`src/rtl/ntt_job_scheduler_if.sv`:
```
// Signal bundle between ntt_job_scheduler and its environment:
// job commands, host BRAM port, wrapper BRAM/control and tagged completions.
interface ntt_job_scheduler_if #(
   parameter int TAG_W = 4
);
   logic             cmd_valid;
   logic             cmd_ready;
   logic             cmd_mode;
   logic [TAG_W-1:0] cmd_tag;

   logic             host_en;
   logic             host_we;
   logic [7:0]       host_addr;
   logic [11:0]      host_din;
   logic [11:0]      host_dout;
   logic             host_grant;

   logic             bram_en;
   logic             bram_we;
   logic [7:0]       bram_addr;
   logic [11:0]      bram_din;
   logic [11:0]      bram_dout;

   logic             ntt_start;
   logic             ntt_mode;
   logic             ntt_done;

   logic             rsp_valid;
   logic [TAG_W-1:0] rsp_tag;
   logic             rsp_timeout;
   logic             busy;
   logic             irq;
   logic [1:0]       dbg_state;

   // Handshake: a command transfers on a clock edge where cmd_valid && cmd_ready;
   // rsp_valid is a single-cycle pulse with no back-pressure.

   // Scheduler side.
   modport slave (
      input  cmd_valid, cmd_mode, cmd_tag,
      input  host_en, host_we, host_addr, host_din,
      input  bram_dout, ntt_done,
      output cmd_ready, host_dout, host_grant,
      output bram_en, bram_we, bram_addr, bram_din,
      output ntt_start, ntt_mode,
      output rsp_valid, rsp_tag, rsp_timeout, busy, irq, dbg_state
   );

   // Host / wrapper side.
   modport master (
      output cmd_valid, cmd_mode, cmd_tag,
      output host_en, host_we, host_addr, host_din,
      output bram_dout, ntt_done,
      input  cmd_ready, host_dout, host_grant,
      input  bram_en, bram_we, bram_addr, bram_din,
      input  ntt_start, ntt_mode,
      input  rsp_valid, rsp_tag, rsp_timeout, busy, irq, dbg_state
   );
endinterface

```
`src/rtl/ntt_job_scheduler.sv`:
```
// Queues {mode, tag} NTT jobs, launches them on the NTT wrapper with a watchdog,
// and lends the wrapper's BRAM port to the host whenever no job is in flight.
module ntt_job_scheduler #(
   parameter int CMD_DEPTH      = 4,
   parameter int TAG_W          = 4,
   parameter int TIMEOUT_CYCLES = 4096
) (
   input  logic               clk,
   input  logic               rst,
   ntt_job_scheduler_if.slave bus
);
   localparam int PTR_W = (CMD_DEPTH > 1) ? $clog2(CMD_DEPTH) : 1;
   localparam int CNT_W = PTR_W + 1;
   localparam int TMR_W = $clog2(TIMEOUT_CYCLES);
   localparam logic [CNT_W-1:0] FULL_CNT = CNT_W'(CMD_DEPTH);
   localparam logic [TMR_W-1:0] TMR_LAST = TMR_W'(TIMEOUT_CYCLES - 1);

   typedef enum logic [1:0] {
      S_IDLE  = 2'd0,
      S_ISSUE = 2'd1,
      S_WAIT  = 2'd2,
      S_RESP  = 2'd3
   } state_t;

   state_t           state_q;
   state_t           state_d;

   logic [TAG_W:0]   fifo_mem [CMD_DEPTH];
   logic [PTR_W-1:0] wr_ptr;
   logic [PTR_W-1:0] rd_ptr;
   logic [CNT_W-1:0] count;
   logic [CNT_W-1:0] count_d;
   logic             ready_q;
   logic             fifo_empty;
   logic             push;
   logic             pop;

   logic             cur_mode;
   logic [TAG_W-1:0] cur_tag;
   logic [TMR_W-1:0] timer;
   logic [TAG_W-1:0] rsp_tag_q;
   logic             rsp_timeout_q;

   assign fifo_empty = (count == '0);
   assign push       = bus.cmd_valid && ready_q;
   // Host traffic wins: a pending job waits for a cycle with host_en low.
   assign pop        = (state_q == S_IDLE) && !fifo_empty && !bus.host_en;
   assign count_d    = count + CNT_W'(push) - CNT_W'(pop);

   assign bus.cmd_ready   = ready_q;
   assign bus.rsp_tag     = rsp_tag_q;
   assign bus.rsp_timeout = rsp_timeout_q;
   assign bus.busy        = (state_q != S_IDLE) || !fifo_empty;
   assign bus.dbg_state   = state_q;

   always_ff @(posedge clk) begin
      if (push) begin
         fifo_mem[wr_ptr] <= {bus.cmd_mode, bus.cmd_tag};
      end
   end

   always_ff @(posedge clk) begin
      if (rst) begin
         state_q       <= S_IDLE;
         wr_ptr        <= '0;
         rd_ptr        <= '0;
         count         <= '0;
         ready_q       <= 1'b1;
         cur_mode      <= 1'b0;
         cur_tag       <= '0;
         timer         <= '0;
         rsp_tag_q     <= '0;
         rsp_timeout_q <= 1'b0;
      end else begin
         state_q <= state_d;
         count   <= count_d;
         ready_q <= (count_d != FULL_CNT);
         if (push) begin
            wr_ptr <= wr_ptr + PTR_W'(1);
         end
         if (pop) begin
            rd_ptr              <= rd_ptr + PTR_W'(1);
            {cur_mode, cur_tag} <= fifo_mem[rd_ptr];
         end
         if (state_q == S_ISSUE) begin
            timer <= '0;
         end else if (state_q == S_WAIT) begin
            timer <= timer + TMR_W'(1);
         end
         // A done arriving on the watchdog's last cycle still counts as success.
         if ((state_q == S_WAIT) && (state_d == S_RESP)) begin
            rsp_tag_q     <= cur_tag;
            rsp_timeout_q <= !bus.ntt_done;
         end
      end
   end

   always_comb begin
      state_d         = state_q;
      bus.ntt_start   = 1'b0;
      bus.ntt_mode    = 1'b0;
      bus.rsp_valid   = 1'b0;
      bus.irq         = 1'b0;
      bus.host_grant  = 1'b0;
      bus.bram_en     = 1'b0;
      bus.bram_we     = 1'b0;
      bus.bram_addr   = '0;
      bus.bram_din    = '0;
      bus.host_dout   = '0;
      case (state_q)
         S_IDLE: begin
            bus.host_grant = 1'b1;
            bus.bram_en    = bus.host_en;
            bus.bram_we    = bus.host_we;
            bus.bram_addr  = bus.host_addr;
            bus.bram_din   = bus.host_din;
            bus.host_dout  = bus.bram_dout;
            if (pop) begin
               state_d = S_ISSUE;
            end
         end
         S_ISSUE: begin
            bus.ntt_start = 1'b1;
            bus.ntt_mode  = cur_mode;
            state_d       = S_WAIT;
         end
         S_WAIT: begin
            bus.ntt_mode = cur_mode;
            if (bus.ntt_done || (timer == TMR_LAST)) begin
               state_d = S_RESP;
            end
         end
         S_RESP: begin
            bus.ntt_mode  = cur_mode;
            bus.rsp_valid = 1'b1;
            bus.irq       = 1'b1;
            state_d       = S_IDLE;
         end
         default: begin
            state_d = S_IDLE;
         end
      endcase
   end
endmodule

```
`src/flat_wrapper.sv`:
```
// flat-port wrapper written by rule: the top's interface ports become plain ports
module ntt_job_scheduler_flat 
#(
   parameter int CMD_DEPTH      = 4,
   parameter int TAG_W          = 4,
   parameter int TIMEOUT_CYCLES = 4096
)
  (clk, rst, bus_cmd_valid, bus_cmd_mode, bus_cmd_tag, bus_host_en, bus_host_we, bus_host_addr, bus_host_din, bus_bram_dout, bus_ntt_done, bus_cmd_ready, bus_host_dout, bus_host_grant, bus_bram_en, bus_bram_we, bus_bram_addr, bus_bram_din, bus_ntt_start, bus_ntt_mode, bus_rsp_valid, bus_rsp_tag, bus_rsp_timeout, bus_busy, bus_irq, bus_dbg_state);
  ntt_job_scheduler_if #(.TAG_W(TAG_W)) bus_i ();
  input  logic clk;
  input  logic rst;
  input wire logic [$bits(bus_i.cmd_valid)-1:0] bus_cmd_valid;
  input wire logic [$bits(bus_i.cmd_mode)-1:0] bus_cmd_mode;
  input wire logic [$bits(bus_i.cmd_tag)-1:0] bus_cmd_tag;
  input wire logic [$bits(bus_i.host_en)-1:0] bus_host_en;
  input wire logic [$bits(bus_i.host_we)-1:0] bus_host_we;
  input wire logic [$bits(bus_i.host_addr)-1:0] bus_host_addr;
  input wire logic [$bits(bus_i.host_din)-1:0] bus_host_din;
  input wire logic [$bits(bus_i.bram_dout)-1:0] bus_bram_dout;
  input wire logic [$bits(bus_i.ntt_done)-1:0] bus_ntt_done;
  output wire logic [$bits(bus_i.cmd_ready)-1:0] bus_cmd_ready;
  output wire logic [$bits(bus_i.host_dout)-1:0] bus_host_dout;
  output wire logic [$bits(bus_i.host_grant)-1:0] bus_host_grant;
  output wire logic [$bits(bus_i.bram_en)-1:0] bus_bram_en;
  output wire logic [$bits(bus_i.bram_we)-1:0] bus_bram_we;
  output wire logic [$bits(bus_i.bram_addr)-1:0] bus_bram_addr;
  output wire logic [$bits(bus_i.bram_din)-1:0] bus_bram_din;
  output wire logic [$bits(bus_i.ntt_start)-1:0] bus_ntt_start;
  output wire logic [$bits(bus_i.ntt_mode)-1:0] bus_ntt_mode;
  output wire logic [$bits(bus_i.rsp_valid)-1:0] bus_rsp_valid;
  output wire logic [$bits(bus_i.rsp_tag)-1:0] bus_rsp_tag;
  output wire logic [$bits(bus_i.rsp_timeout)-1:0] bus_rsp_timeout;
  output wire logic [$bits(bus_i.busy)-1:0] bus_busy;
  output wire logic [$bits(bus_i.irq)-1:0] bus_irq;
  output wire logic [$bits(bus_i.dbg_state)-1:0] bus_dbg_state;
  assign bus_i.cmd_valid = bus_cmd_valid;
  assign bus_i.cmd_mode = bus_cmd_mode;
  assign bus_i.cmd_tag = bus_cmd_tag;
  assign bus_i.host_en = bus_host_en;
  assign bus_i.host_we = bus_host_we;
  assign bus_i.host_addr = bus_host_addr;
  assign bus_i.host_din = bus_host_din;
  assign bus_i.bram_dout = bus_bram_dout;
  assign bus_i.ntt_done = bus_ntt_done;
  assign bus_cmd_ready = bus_i.cmd_ready;
  assign bus_host_dout = bus_i.host_dout;
  assign bus_host_grant = bus_i.host_grant;
  assign bus_bram_en = bus_i.bram_en;
  assign bus_bram_we = bus_i.bram_we;
  assign bus_bram_addr = bus_i.bram_addr;
  assign bus_bram_din = bus_i.bram_din;
  assign bus_ntt_start = bus_i.ntt_start;
  assign bus_ntt_mode = bus_i.ntt_mode;
  assign bus_rsp_valid = bus_i.rsp_valid;
  assign bus_rsp_tag = bus_i.rsp_tag;
  assign bus_rsp_timeout = bus_i.rsp_timeout;
  assign bus_busy = bus_i.busy;
  assign bus_irq = bus_i.irq;
  assign bus_dbg_state = bus_i.dbg_state;
  ntt_job_scheduler #(.CMD_DEPTH(CMD_DEPTH), .TAG_W(TAG_W), .TIMEOUT_CYCLES(TIMEOUT_CYCLES)) u_core (.clk(clk), .rst(rst), .bus(bus_i));
endmodule
```
`config.mk`:
```
export PLATFORM = sky130hd
export DESIGN_NAME = ntt_job_scheduler_flat
export DESIGN_NICKNAME = d
export VERILOG_FILES = /design/src/rtl/ntt_job_scheduler_if.sv /design/src/rtl/ntt_job_scheduler.sv /design/src/flat_wrapper.sv
export SDC_FILE = /design/constraint.sdc
export NUM_CORES = 1
export LEC_CHECK = 0
export ABC_AREA = 1
export CAP_MARGIN = 10
export CORE_MARGIN = 2
export CORE_UTILIZATION = 42
export CTS_BUF_LIST = sky130_fd_sc_hd__clkbuf_4 sky130_fd_sc_hd__clkbuf_8
export DETAILED_ROUTE_END_ITERATION = 7
export PLACE_DENSITY_LB_ADDON = 0.2
export SLEW_MARGIN = 20
export SYNTH_ARGS = -nofsm -noshare
export SYNTH_HDL_FRONTEND = slang
export SYNTH_SLANG_ARGS = --single-unit
```
`constraint.sdc`:
```
create_clock -name clk -period 2.5 [get_ports clk]
set_clock_uncertainty 0.05 [all_clocks]
set_input_delay 0.75 -clock clk [delete_from_list [all_inputs] [get_ports clk]]
set_output_delay 0.75 -clock clk [all_outputs]
set_load 0.1 [all_outputs]
```
==> results of run 1 <==
-- cell families (layout without fill, tap and decap cells) --
kind of cell | count (synthesis) | in the layout | synth area share
AO/OA/AOI/OAI | 46 | 46 | 0.0928
AND/OR/NAND/NOR | 134 | 134 | 0.219
buffers and inverters | 83 | 178 | 0.129
XOR/XNOR | 4 | 4 | 0.0135
adder cells (fa/ha/maj) | 13 | 13 | 0.0657
flip-flops | 52 | 52 | 0.479
-- cell type report --
type / count / area, um^2 / share of cell area
Clock inverter: 3 / 46.3 / 0.0109
Inverter: 73 / 389 / 0.0918
Clock buffer: 5 / 68.8 / 0.0162
Sequential cell: 52 / 1250 / 0.294
Multi-Input combinational cell: 197 / 1060 / 0.249
Tap cell: 75 / 93.8 / 0.0221
Timing Repair Buffer: 97 / 1340 / 0.315
-- power breakdown --
| group | internal [uW] | leakage, uW | total (uW) | switching [uW] |
|---|---|---|---|---|
| combinational | 1370 | 0.00121 | 4230 | 2860 |
| clock | 303 | 0.0000600 | 586 | 282 |
| sequential | 1020 | 0.000445 | 1120 | 102 |
| total | 2700 | 0.00171 | 5940 | 3240 |
-- metrics by stage --
| step | utilization | power, uW | cell area, um^2 |
|---|---|---|---|
| after floorplan | - | 4020 | 2770 |
| after global placement | 0.692 | 5330 | 4120 |
| after detailed placement | 0.692 | 5380 | 4120 |
| after CTS | 0.712 | 5980 | 4240 |
| after global routing | 0.712 | 6190 | 4240 |
| final | 0.712 | 5940 | 4240 |
-- timing repair --
action / 4_1_cts / 5_1_grt
buffers inserted: 0 / 0
resized for setup: 1 / 0
endpoints found under the hold margin: 0 / 0
setup endpoints to repair: 10 / 0
-- cell usage in the layout (no fill, tap or decap), types with 2 or more instances in the layout --
cell type        instances
nand2_1                 60
nor2_1                  47
clkdlybuf4s50_1         42
buf_12                  40
inv_1                   35
dfxtp_1                 30
clkinvlp_4              29
edfxtp_1                20
o21ai_0                 19
a21oi_1                 17
buf_4                   14
nand3_1                  9
ha_1                     9
nand2_2                  6
a31oi_1                  5
clkbuf_8                 5
inv_2                    4
nand4_1                  4
o21ai_1                  4
nor2_2                   3
ha_4                     3
clkinv_2                 2
clkinv_1                 2
inv_4                    2
nor3_1                   2
xor2_1                   2
xnor2_1                  2
dfxtp_4                  2
-- flip-flops by register name, indices dropped and copies added (netlist names) --
name / count
u_core.bus.rsp_tag: 4
u_core.fifo_mem: 20
u_core.bus.dbg_state: 2
u_core.bus.cmd_ready: 1
u_core.timer: 12
u_core.wr_ptr: 2
u_core.count: 3
u_core.rd_ptr: 2
u_core.cur_mode: 1
u_core.bus.rsp_timeout: 1
u_core.cur_tag: 4
-- worst register-to-register path: cells and delay by family (launching register included) --
| family | cells | cell delay, ns |
|---|---|---|
| buffers and inverters | 4 | 0.22 |
| AO/OA/AOI/OAI | 1 | 0.07 |
| AND/OR/NAND/NOR | 5 | 0.38 |
| adder cells (fa/ha/maj) | 4 | 0.97 |
| flip-flops | 1 | 0.39 |
-- metal layers --
layer  GRT usage  wire (um)  share of wire  up-vias
met1       0.215       2660           0.41     1063
li1            -          -              -     1211
met3      0.0587        619          0.096        9
met4      0.0508         76          0.012        0
met5           0          0              0        -
met2       0.335       3070           0.48       87
-- final timing paths --
kind | from | endpoint | slack, ns | cells after the start
max | bus_host_en | u_core.bus.cmd_ready | 0.08 | 12
min | u_core.timer[10] | u_core.timer[10] | 0.45 | 2
max reg2reg | u_core.bus.dbg_state[0] | u_core.bus.cmd_ready | 0.33 | 14
min reg2reg | u_core.timer[10] | u_core.timer[10] | 0.45 | 2
-- synth_stat cells (5+ instances only) --
master     n
inv_1     67
nand2_1   60
nor2_1    48
dfxtp_1   32
edfxtp_1  20
o21ai_0   19
a21oi_1   17
ha_1      12
nand3_1    9
nand2_2    6
a31oi_1    5
==> metrics.md, run 1 <==
| Metric | Value |
|---|---|
| Status | finished, final reports clean |
| Final Instance Count excl. Fillers | 502 |
| #FFs+latches synth | 52 |
| CTS Sinks | 52 |
| Layout fillers | 453 |
| Drt drc | 0 |
| Slowest stage delay, CP | 0.50 ns |
| Global-route wire length before repair | 9720 um |
| Pre-CTS WS | -0.246 ns |
| Critical-path top delay cell | clkdlybuf4s50_1 |
| Total negative slack | 0 ns |
| Cell taking the most area after synthesis | dfxtp_1 |
| H-tree levels | 2 |
| Die width | 82.5 um |
| Via density | 4.72 |
| Buffers & Inverters on Critical Path | 3 |
| RSZ-0062 raised after global routing | no |
| Main area contributors after synthesis | dfxtp_1 25%, edfxtp_1 23%, inv_1 9.7% |
| Setup Viol. Count Final | 0 |
| Worst setup SP type | input pin |
| Hold Path Class | flop to flop |
| TritonRoute pass-1 iters | 4 |
| Critical path type | input pin to flop |
| Post-Syn Area | 0.00259 mm^2 |
| MaxCap Viol Count | 0 |
| Post-synth EDFFs | 20 |
| Largest net degree at the start of global routing | 24 |
| IO buf count | 90 |
| Root buffer cell | clkbuf_8 |
| Worst Path Max Fanout | 2 |
| Fin worst setup slack | 0.0807 ns |
| DR vias | 2370 |
| Area added between synthesis and finish | 63.8% |
| I/O pin cnt | 91 |
| VDD IR max | 1130 uV |
| Synth cell types | 29 |
| GRT Total Usage | 0.187 |
| CTS Buf Count | 5 |
| Leakage | 0.00171 uW |
| Worst path top cell family by delay | adder cells |
| Final WL | 6420 um |
| Final nets | 482 |
| Asr flop ratio synth | 0 |
| Dpl cells | 494 |
| Max Root-Sink Buffers | 2 |
| Max Fclk | 413 MHz |
| CP required | about 2.7 ns |
| Final worst-path cycle share | 0.968 |
| Headroom to the max-slew limit | 0.654 |
| Mapped Cells | 332 |
| Detailed Place HPWL | 5130 um |
| Reg clk slew, reported paths | 0.10 ns |
| Overflow after GRT | 0 |
| Critical-path cell list | clkdlybuf4s50_1, nor2_2, o21ai_2, inv_2, ha_4, inv_2, ha_4, fa_2, nand2_1, nand2_1, nor2_1, nand3_1 |
| Post-Syn Nets | 388 |
| CTS tree | yes |
| Gp weighted congestion | 0.793 |
| Fin Hold WS | ~0.45 ns |
| Slew Limit Fails | 0 |
| Pwr per Cell Area | 1400 mW/mm^2 |
| Diode count | 0 |
| Critical Path AT | between 2 and 3 ns |
| Prevailing post-synth register cell | dfxtp_1 |
| Top cell type's share of synthesized area | 0.247 |
| Wire per inst | 12.8 um |
| Initial Util | 0.435 |
| Share of cells above drive strength 1 | 0.276 |
| Core area | roughly 0.0060 mm^2 |
| Minimum clock period | roughly 2.4 ns |
| Worst-Margin Slew | 0.517 ns |
| Initial antenna violation count | 0 |
| Yosys synthesis warning count | 0 |
| Worst-Skew Late Latency | ~0.31 ns |
| Hold-fix buffers at CTS | 0 |
| Row cnt | 28 |
| Die ar. | 0.00681 mm^2 |
| CP Capture Type | flop |
| Drt initial violations | 59 |
| Antenna viol nets, final | 0 |
| Final Hold Vio Count | 0 |
| Die Y | 82.5 um |
| Vias in the first global route | 2131 |
| Register area share after synthesis | 0.479 |
| Syn Area/Cell | 7.80 um^2 |
(Power assumes the default switching activity.)
==> inputs of run 2 (changes only) <==
--- a/config.mk
+++ b/config.mk
@@ -7,12 +7,12 @@
 export LEC_CHECK = 0
 export ABC_AREA = 1
 export CAP_MARGIN = 10
+export CORE_ASPECT_RATIO = 1.75
 export CORE_MARGIN = 2
 export CORE_UTILIZATION = 42
 export CTS_BUF_LIST = sky130_fd_sc_hd__clkbuf_4 sky130_fd_sc_hd__clkbuf_8
 export DETAILED_ROUTE_END_ITERATION = 7
 export PLACE_DENSITY_LB_ADDON = 0.2
-export SLEW_MARGIN = 20
 export SYNTH_ARGS = -nofsm -noshare
 export SYNTH_HDL_FRONTEND = slang
 export SYNTH_SLANG_ARGS = --single-unit
==> run 2 against run 1 <==
Net effect: sequential share of layout area unchanged; via count fell by 1.6%; sequential power is essentially flat; core utilization up 0.36 points; cell area is the same.
==> metrics.md, run 2 (same netlist as run 1, synthesis figures left out) <==
| Metric | Value |
|---|---|
| Status | finished, final reports clean (unchanged) |
| Worst Path Max Fanout | 2 (unchanged) |
| Critical-path cell list | clkdlybuf4s50_1, nor2_2, o21ai_2, inv_2, ha_4, inv_2, ha_4, fa_2, nand2_1, nand2_1, nor2_2, nand3_1 (was clkdlybuf4s50_1, nor2_2, o21ai_2, inv_2, ha_4, inv_2, ha_4, fa_2, nand2_1, nand2_1, nor2_1, nand3_1) |
| Final Instance Count excl. Fillers | 507 (was 502) |
| CTS Sinks | 52 (unchanged) |
| Largest net degree at the start of global routing | 21 (was 24) |
| Root buffer cell | clkbuf_8 (unchanged) |
| Hold Crit Start | u_core.timer[1] (was u_core.timer[10]) |
| Final Hold Vio Count | 0 (unchanged) |
| Die width | 63.3 um (was 82.5 um) |
| Drt initial violations | 69 (was 59) |
| Critical path type | input pin to flop (unchanged) |
| Buffers & Inverters on Critical Path | 3 (unchanged) |
| Pwr per Cell Area | 1380 mW/mm^2 (was 1400 mW/mm^2) |
| Die ar. | 0.00683 mm^2 (was 0.00681 mm^2) |
| Die Y | 108 um (was 82.5 um) |
| Hold Path Class | flop to flop (unchanged) |
| VDD IR max | 661 uV (was 1130 uV) |
| Most frequent cells in the layout | 60 x nand2_1, 46 x nor2_1, 42 x clkdlybuf4s50_1 (was 60 x nand2_1, 47 x nor2_1, 42 x clkdlybuf4s50_1) |
| Critical-path top delay cell | clkdlybuf4s50_1 (unchanged) |
| Final worst-path cycle share | 0.964 (was 0.968) |
| Most common cell after layout, fill and taps aside | nand2_1 (unchanged) |
| Detailed Place HPWL | 5060 um (was 5130 um) |
| Hold-fix buffers at CTS | 0 (unchanged) |
| Drt drc | 0 (unchanged) |
| Via density | 4.60 (was 4.72) |
| Final nets | 484 (was 482) |
| Worst-Skew Late Latency | 0.31 ns (about the same) |
| Core area | 0.00593 mm^2 (was 0.00596 mm^2) |
| Worst path top cell family by delay | adder cells (unchanged) |
| Global-route wire length before repair | 10300 um (was 9720 um) |
| Regs by FF count | u_core.fifo_mem x20, u_core.timer x12 (unchanged) |
| IO buf count | 90 (unchanged) |
| Fin Hold WS | 0.435 ns (was 0.445 ns) |
| Gp weighted congestion | 0.743 (was 0.793) |
| Total negative slack | 0 ns (unchanged) |
| Pre-CTS WS | -0.220 ns (was -0.246 ns) |
| Share of cells above drive strength 1 | 0.282 (was 0.276) |
| H-tree levels | 2 (unchanged) |
| Slew Limit Fails | 0 (unchanged) |
| Max Root-Sink Buffers | 2 (unchanged) |
| CTS tree | yes (unchanged) |
| MaxCap Viol Count | 0 (unchanged) |
| Fin worst setup slack | 0.0889 ns (was 0.0807 ns) |
| Reg2reg path depth | 14 (unchanged) |
| Max Fclk | 415 MHz (was 413 MHz) |
| Minimum clock period | 2.41 ns (was 2.42 ns) |
| Overflow after GRT | 0 (unchanged) |
| DR vias | 2331 (was 2370) |
| Reg clk slew, reported paths | 0.09 ns (was 0.10 ns) |
| Slowest stage delay, CP | 0.49 ns (was 0.50 ns) |
| Setup Viol. Count Final | 0 (unchanged) |
| Critical Path AT | 2.57 ns (about the same) |
| Antenna viol nets, final | 0 (unchanged) |
| Initial Util | 0.437 (was 0.435) |
| CP Capture Type | flop (unchanged) |
| Initial antenna violation count | 0 (unchanged) |
| GRT Total Usage | 0.193 (was 0.187) |
| Number of flip-flops in the largest register | 20 (unchanged) |
| R2R setup slack | 0.32 ns (was 0.33 ns) |
| Diode count | 0 (unchanged) |
| CTS Buf Count | 5 (unchanged) |
| Vias in the first global route | 2290 (was 2131) |
| RR Startpoint | u_core.bus.dbg_state[0] (unchanged) |
| FF-to-FF End | u_core.bus.cmd_ready (unchanged) |
| Dpl cells | 498 (was 494) |
| CP required | 2.66 ns (about the same) |
| Headroom to the max-slew limit | 0.715 (was 0.654) |
| TritonRoute pass-1 iters | 4 (unchanged) |
| Area added between synthesis and finish | 63.8% (unchanged) |
| Leakage | 0.00171 uW (about the same) |
| Layout Utilization | 0.716 (was 0.712) |
| Final WL | 6190 um (was 6420 um) |
| Worst hold path endpoint | u_core.timer[1] (was u_core.timer[10]) |
| I/O pin cnt | 91 (unchanged) |
| Largest register by flop count | u_core.fifo_mem (unchanged) |
| Worst-Margin Slew | 0.427 ns (was 0.517 ns) |
| Wire per inst | 12.2 um (was 12.8 um) |
| Worst setup SP type | input pin (unchanged) |
| Row cnt | 37 (was 28) |
| Hold path depth | 2 (unchanged) |
==> run 2: cell count changes in the layout (fill, tap and decap cells not counted) <==
cell,delta
inv_8,-1
clkinvlp_4,+1
buf_4,+1
clkinv_2,-1
nor2_2,+1
inv_6,+2
clkbuf_4,+1
nor2_1,-1
bufinv_16,-1
==> run 2: power breakdown <==
group / switching (uW) / internal, uW / leakage [uW] / total (uW)
sequential: 97.9 / 1020 / 0.000445 / 1120
clock: 288 / 204 / 0.0000452 / 492
combinational: 2860 / 1390 / 0.00122 / 4250
total: 3240 / 2620 / 0.00171 / 5860
==> run 2: stage by stage <==
stage          power, uW  area (um^2)
2_1_floorplan       4020         2770
3_3_place_gp        5310         4130
3_5_place_dp        5380         4130
4_1_cts             5890         4230
5_1_grt             6140         4240
6_report            5860         4240
==> run 2: area by class of cell <==
cell class,count,area (um^2)
Timing Repair Buffer,99,1350
Tap cell,78,97.6
Inverter,73,389
Sequential cell,52,1250
Clock inverter,3,25.0
Multi-Input combinational cell,197,1060
Clock buffer,5,68.8
Fill cell,477,1690
==> run 2: tightest hold or removal path: stages (launching register included) <==
cell and delay, ns:
dfxtp_1 0.33, nand2_1 0.06, a21oi_1 0.05
==> run 2: worst max path at each step <==
stage                                        from              endpoint  slack, ns  depth (start not counted)
final                                 bus_host_en  u_core.bus.cmd_ready       0.09                         12
after global routing                  bus_host_en  u_core.bus.cmd_ready      -0.03                         12
after CTS                 u_core.bus.dbg_state[0]      bus_bram_addr[1]       0.04                          6
after detailed placement              bus_host_en  u_core.bus.cmd_ready      -0.22                         12
after global placement                bus_host_en  u_core.bus.cmd_ready      -0.19                         12
after floorplan           u_core.bus.dbg_state[0]              bus_busy      -0.40                          5
==> run 2: routing by layer <==
layer | global-route usage | wire (um) | up-vias
met5 | 0 | 0 | -
met4 | 0.0745 | 99 | 0
met3 | 0.0544 | 458 | 6
met2 | 0.368 | 3260 | 85
met1 | 0.193 | 2380 | 1033
li1 | - | - | 1207
==> run 2: repair_timing <==
item,CTS,global route
pin swaps,0,1
gates resized for setup,1,1
endpoints found under the setup margin,14,18
hold endpoints to repair,0,0
setup buffers,0,1
==> inputs of run 3 (changes only) <==
--- a/config.mk
+++ b/config.mk
@@ -9,8 +9,8 @@
 export CAP_MARGIN = 10
 export CORE_ASPECT_RATIO = 1.75
 export CORE_MARGIN = 2
-export CORE_UTILIZATION = 42
-export CTS_BUF_LIST = sky130_fd_sc_hd__clkbuf_4 sky130_fd_sc_hd__clkbuf_8
+export CORE_UTILIZATION = 41
+export CTS_BUF_LIST = sky130_fd_sc_hd__clkbuf_16
 export DETAILED_ROUTE_END_ITERATION = 7
 export PLACE_DENSITY_LB_ADDON = 0.2
 export SYNTH_ARGS = -nofsm -noshare
==> run 3 against run 2 <==
Net effect: cell count up 0.59%; fmax fell by 0.16%; clock power increased by 57%; setup slack got worse by 0.0039 ns; via count up 2.0%; clock-buffer cell count unchanged; first-iteration DRC count down 19%; critical path type unchanged; largest power group unchanged.
==> metrics.md, run 3 (same netlist as run 1, synthesis figures left out) <==
| Metric | Value |
|---|---|
| Headroom to the max-slew limit | 0.728 (was 0.715) |
| Slew Limit Fails | 0 (unchanged) |
| CTS Buf Count | 5 (unchanged) |
| Worst-Skew Late Latency | 0.29 ns (was 0.31 ns) |
| Number of flip-flops in the largest register | 20 (unchanged) |
| Layout fillers | 463 (was 477) |
| Max Fclk | 414 MHz (was 415 MHz) |
| FF-to-FF End | u_core.bus.cmd_ready (unchanged) |
| Overflow after GRT | 0 (unchanged) |
| Final nets | 485 (was 484) |
| Detailed Place HPWL | 5100 um (was 5060 um) |
| Wire per inst | 12.3 um (was 12.2 um) |
| Final Instance Count excl. Fillers | 510 (was 507) |
| Share of cells above drive strength 1 | 0.281 (was 0.282) |
| Antenna viol nets, final | 0 (unchanged) |
| Hold-fix buffers at CTS | 0 (unchanged) |
| Largest register by flop count | u_core.fifo_mem (unchanged) |
| Hold Crit Start | u_core.bus.rsp_tag[1] (was u_core.timer[1]) |
| Dpl cells | 502 (was 498) |
| CTS tree | yes (unchanged) |
| Worst setup SP type | input pin (unchanged) |
| Most common cell after layout, fill and taps aside | nand2_1 (unchanged) |
| Leakage | 0.00175 uW (was 0.00171 uW) |
| Root buffer cell | clkbuf_16 (was clkbuf_8) |
| Largest net degree at the start of global routing | 18 (was 21) |
| Core area | 0.00613 mm^2 (was 0.00593 mm^2) |
| IO buf count | 90 (unchanged) |
| Max Root-Sink Buffers | 2 (unchanged) |
| Initial antenna violation count | 0 (unchanged) |
| H-tree levels | 2 (unchanged) |
| Initial Util | 0.422 (was 0.437) |
| RR Startpoint | u_core.bus.dbg_state[0] (unchanged) |
| GRT Total Usage | 0.192 (was 0.193) |
| Worst-Margin Slew | 0.408 ns (was 0.427 ns) |
| Via density | 4.66 (was 4.60) |
| CP Capture Type | flop (unchanged) |
| Minimum clock period | 2.42 ns (was 2.41 ns) |
| CP required | 2.64 ns (was 2.66 ns) |
| Critical-path top delay cell | clkdlybuf4s50_1 (unchanged) |
| CTS Sinks | 52 (unchanged) |
| Regs by FF count | u_core.fifo_mem x20, u_core.timer x12 (unchanged) |
| Slowest stage delay, CP | 0.50 ns (was 0.49 ns) |
| Drt initial violations | 56 (was 69) |
| Critical path type | input pin to flop (unchanged) |
| Gp weighted congestion | 0.760 (was 0.743) |
| Row cnt | 38 (was 37) |
| Status | finished, final reports clean (unchanged) |
| Die ar. | 0.00699 mm^2 (was 0.00683 mm^2) |
| Reg2reg path depth | 14 (unchanged) |
| Drt drc | 0 (unchanged) |
| Setup Viol. Count Final | 0 (unchanged) |
| RSZ-0062 raised after global routing | no |
| VDD IR max | 759 uV (was 661 uV) |
| Critical Path AT | 2.55 ns (was 2.57 ns) |
| Vias in the first global route | 2283 (was 2290) |
| Layout Utilization | 0.704 (was 0.716) |
| Final worst-path cycle share | 0.966 (was 0.964) |
| Final Hold Vio Count | 0 (unchanged) |
| TritonRoute pass-1 iters | 4 (unchanged) |
| Global-route wire length before repair | 10400 um (was 10300 um) |
| Critical-path cell list | clkdlybuf4s50_1, nor2_2, o21ai_2, inv_2, ha_4, inv_2, ha_4, fa_2, nand2_1, nand2_1, nor2_2, nand3_1 (unchanged) |
| Hold path depth | 2 (unchanged) |
| I/O pin cnt | 91 (unchanged) |
| Diode count | 0 (unchanged) |
| Die width | 64.1 um (was 63.3 um) |
| DR vias | 2377 (was 2331) |
| MaxCap Viol Count | 0 (unchanged) |
| Reg clk slew, reported paths | 0.07 ns (was 0.09 ns) |
| Final WL | 6300 um (was 6190 um) |
| Area added between synthesis and finish | 66.9% (was 63.8%) |
| Hold Path Class | flop to flop (unchanged) |
| R2R setup slack | 0.39 ns (was 0.32 ns) |
| Die Y | 109 um (was 108 um) |
| Most frequent cells in the layout | 60 x nand2_1, 46 x nor2_1, 42 x clkdlybuf4s50_1 (unchanged) |
| Worst hold path endpoint | u_core.bus.rsp_tag[1] (was u_core.timer[1]) |
| Worst Path Max Fanout | 2 (unchanged) |
| Pwr per Cell Area | 1420 mW/mm^2 (was 1380 mW/mm^2) |
run 3: repair_timing:
| item | CTS | global route |
|---|---|---|
| setup buffers | 0 | 0 |
| endpoints found under the hold margin | 0 | 0 |
| setup endpoints to repair | 0 | 1 |
| resized for setup | 0 | 1 |
run 3: per-layer routing:
metal,global-route usage,vias to the layer above,wire [um]
li1,-,1208,-
met1,0.193,1063,2390
met2,0.367,97,3270
met3,0.0475,9,507
met4,0.0839,0,127
met5,0,-,0
run 3: worst max-delay path: cells and delay by family:
family	cells	cell delay [ns]
AOI/OAI and AO/OA	1	0.07
adders and majority gates	3	0.75
buffers and inverters	3	0.60
and+or+nand+nor	5	0.36
run 3: layout make-up:
class                      instances  area, um^2  area share
clock inverter                     3        42.5     0.00985
tap                               80         100      0.0232
clock buffer                       5         125      0.0290
inverter                          73         389      0.0901
sequential                        52        1250       0.289
multi-input combinational        197        1060       0.245
timing repair buffer             100        1360       0.314
run 3: report_power, final:
group,switching [uW],internal [uW],total [uW]
clock network,297,472,770
logic,2860,1390,4250
registers,95.6,1020,1120
run 3: how the worst max path moves through the flow:
stage                                 start              endpoint  slack, ns  cells past startpoint
floorplan           u_core.bus.dbg_state[0]              bus_busy      -0.40                      5
global placement                bus_host_en  u_core.bus.cmd_ready      -0.20                     12
detailed placement              bus_host_en  u_core.bus.cmd_ready      -0.22                     12
CTS                             bus_host_en  u_core.bus.cmd_ready       0.08                     12
global route                    bus_host_en  u_core.bus.cmd_ready      0.003                     12
finish                          bus_host_en  u_core.bus.cmd_ready       0.08                     12
run 3: stage by stage:
| stage | total power, uW | hold slack (ns) | area, um^2 | TNS [ns] | worst slack (ns) |
|---|---|---|---|---|---|
| final | 6130 | 0.434 | 4320 | 0 | 0.0850 |
| after detailed placement | 5400 | 0.424 | 4150 | -0.421 | -0.217 |
| after CTS | 6180 | 0.441 | 4320 | 0 | 0.0813 |
| after floorplan | 4020 | 0.406 | 2770 | -3.08 | -0.398 |
| after global routing | 6410 | 0.465 | 4320 | 0 | 0.00342 |
| after global placement | 5360 | 0.417 | 4150 | -0.374 | -0.197 |
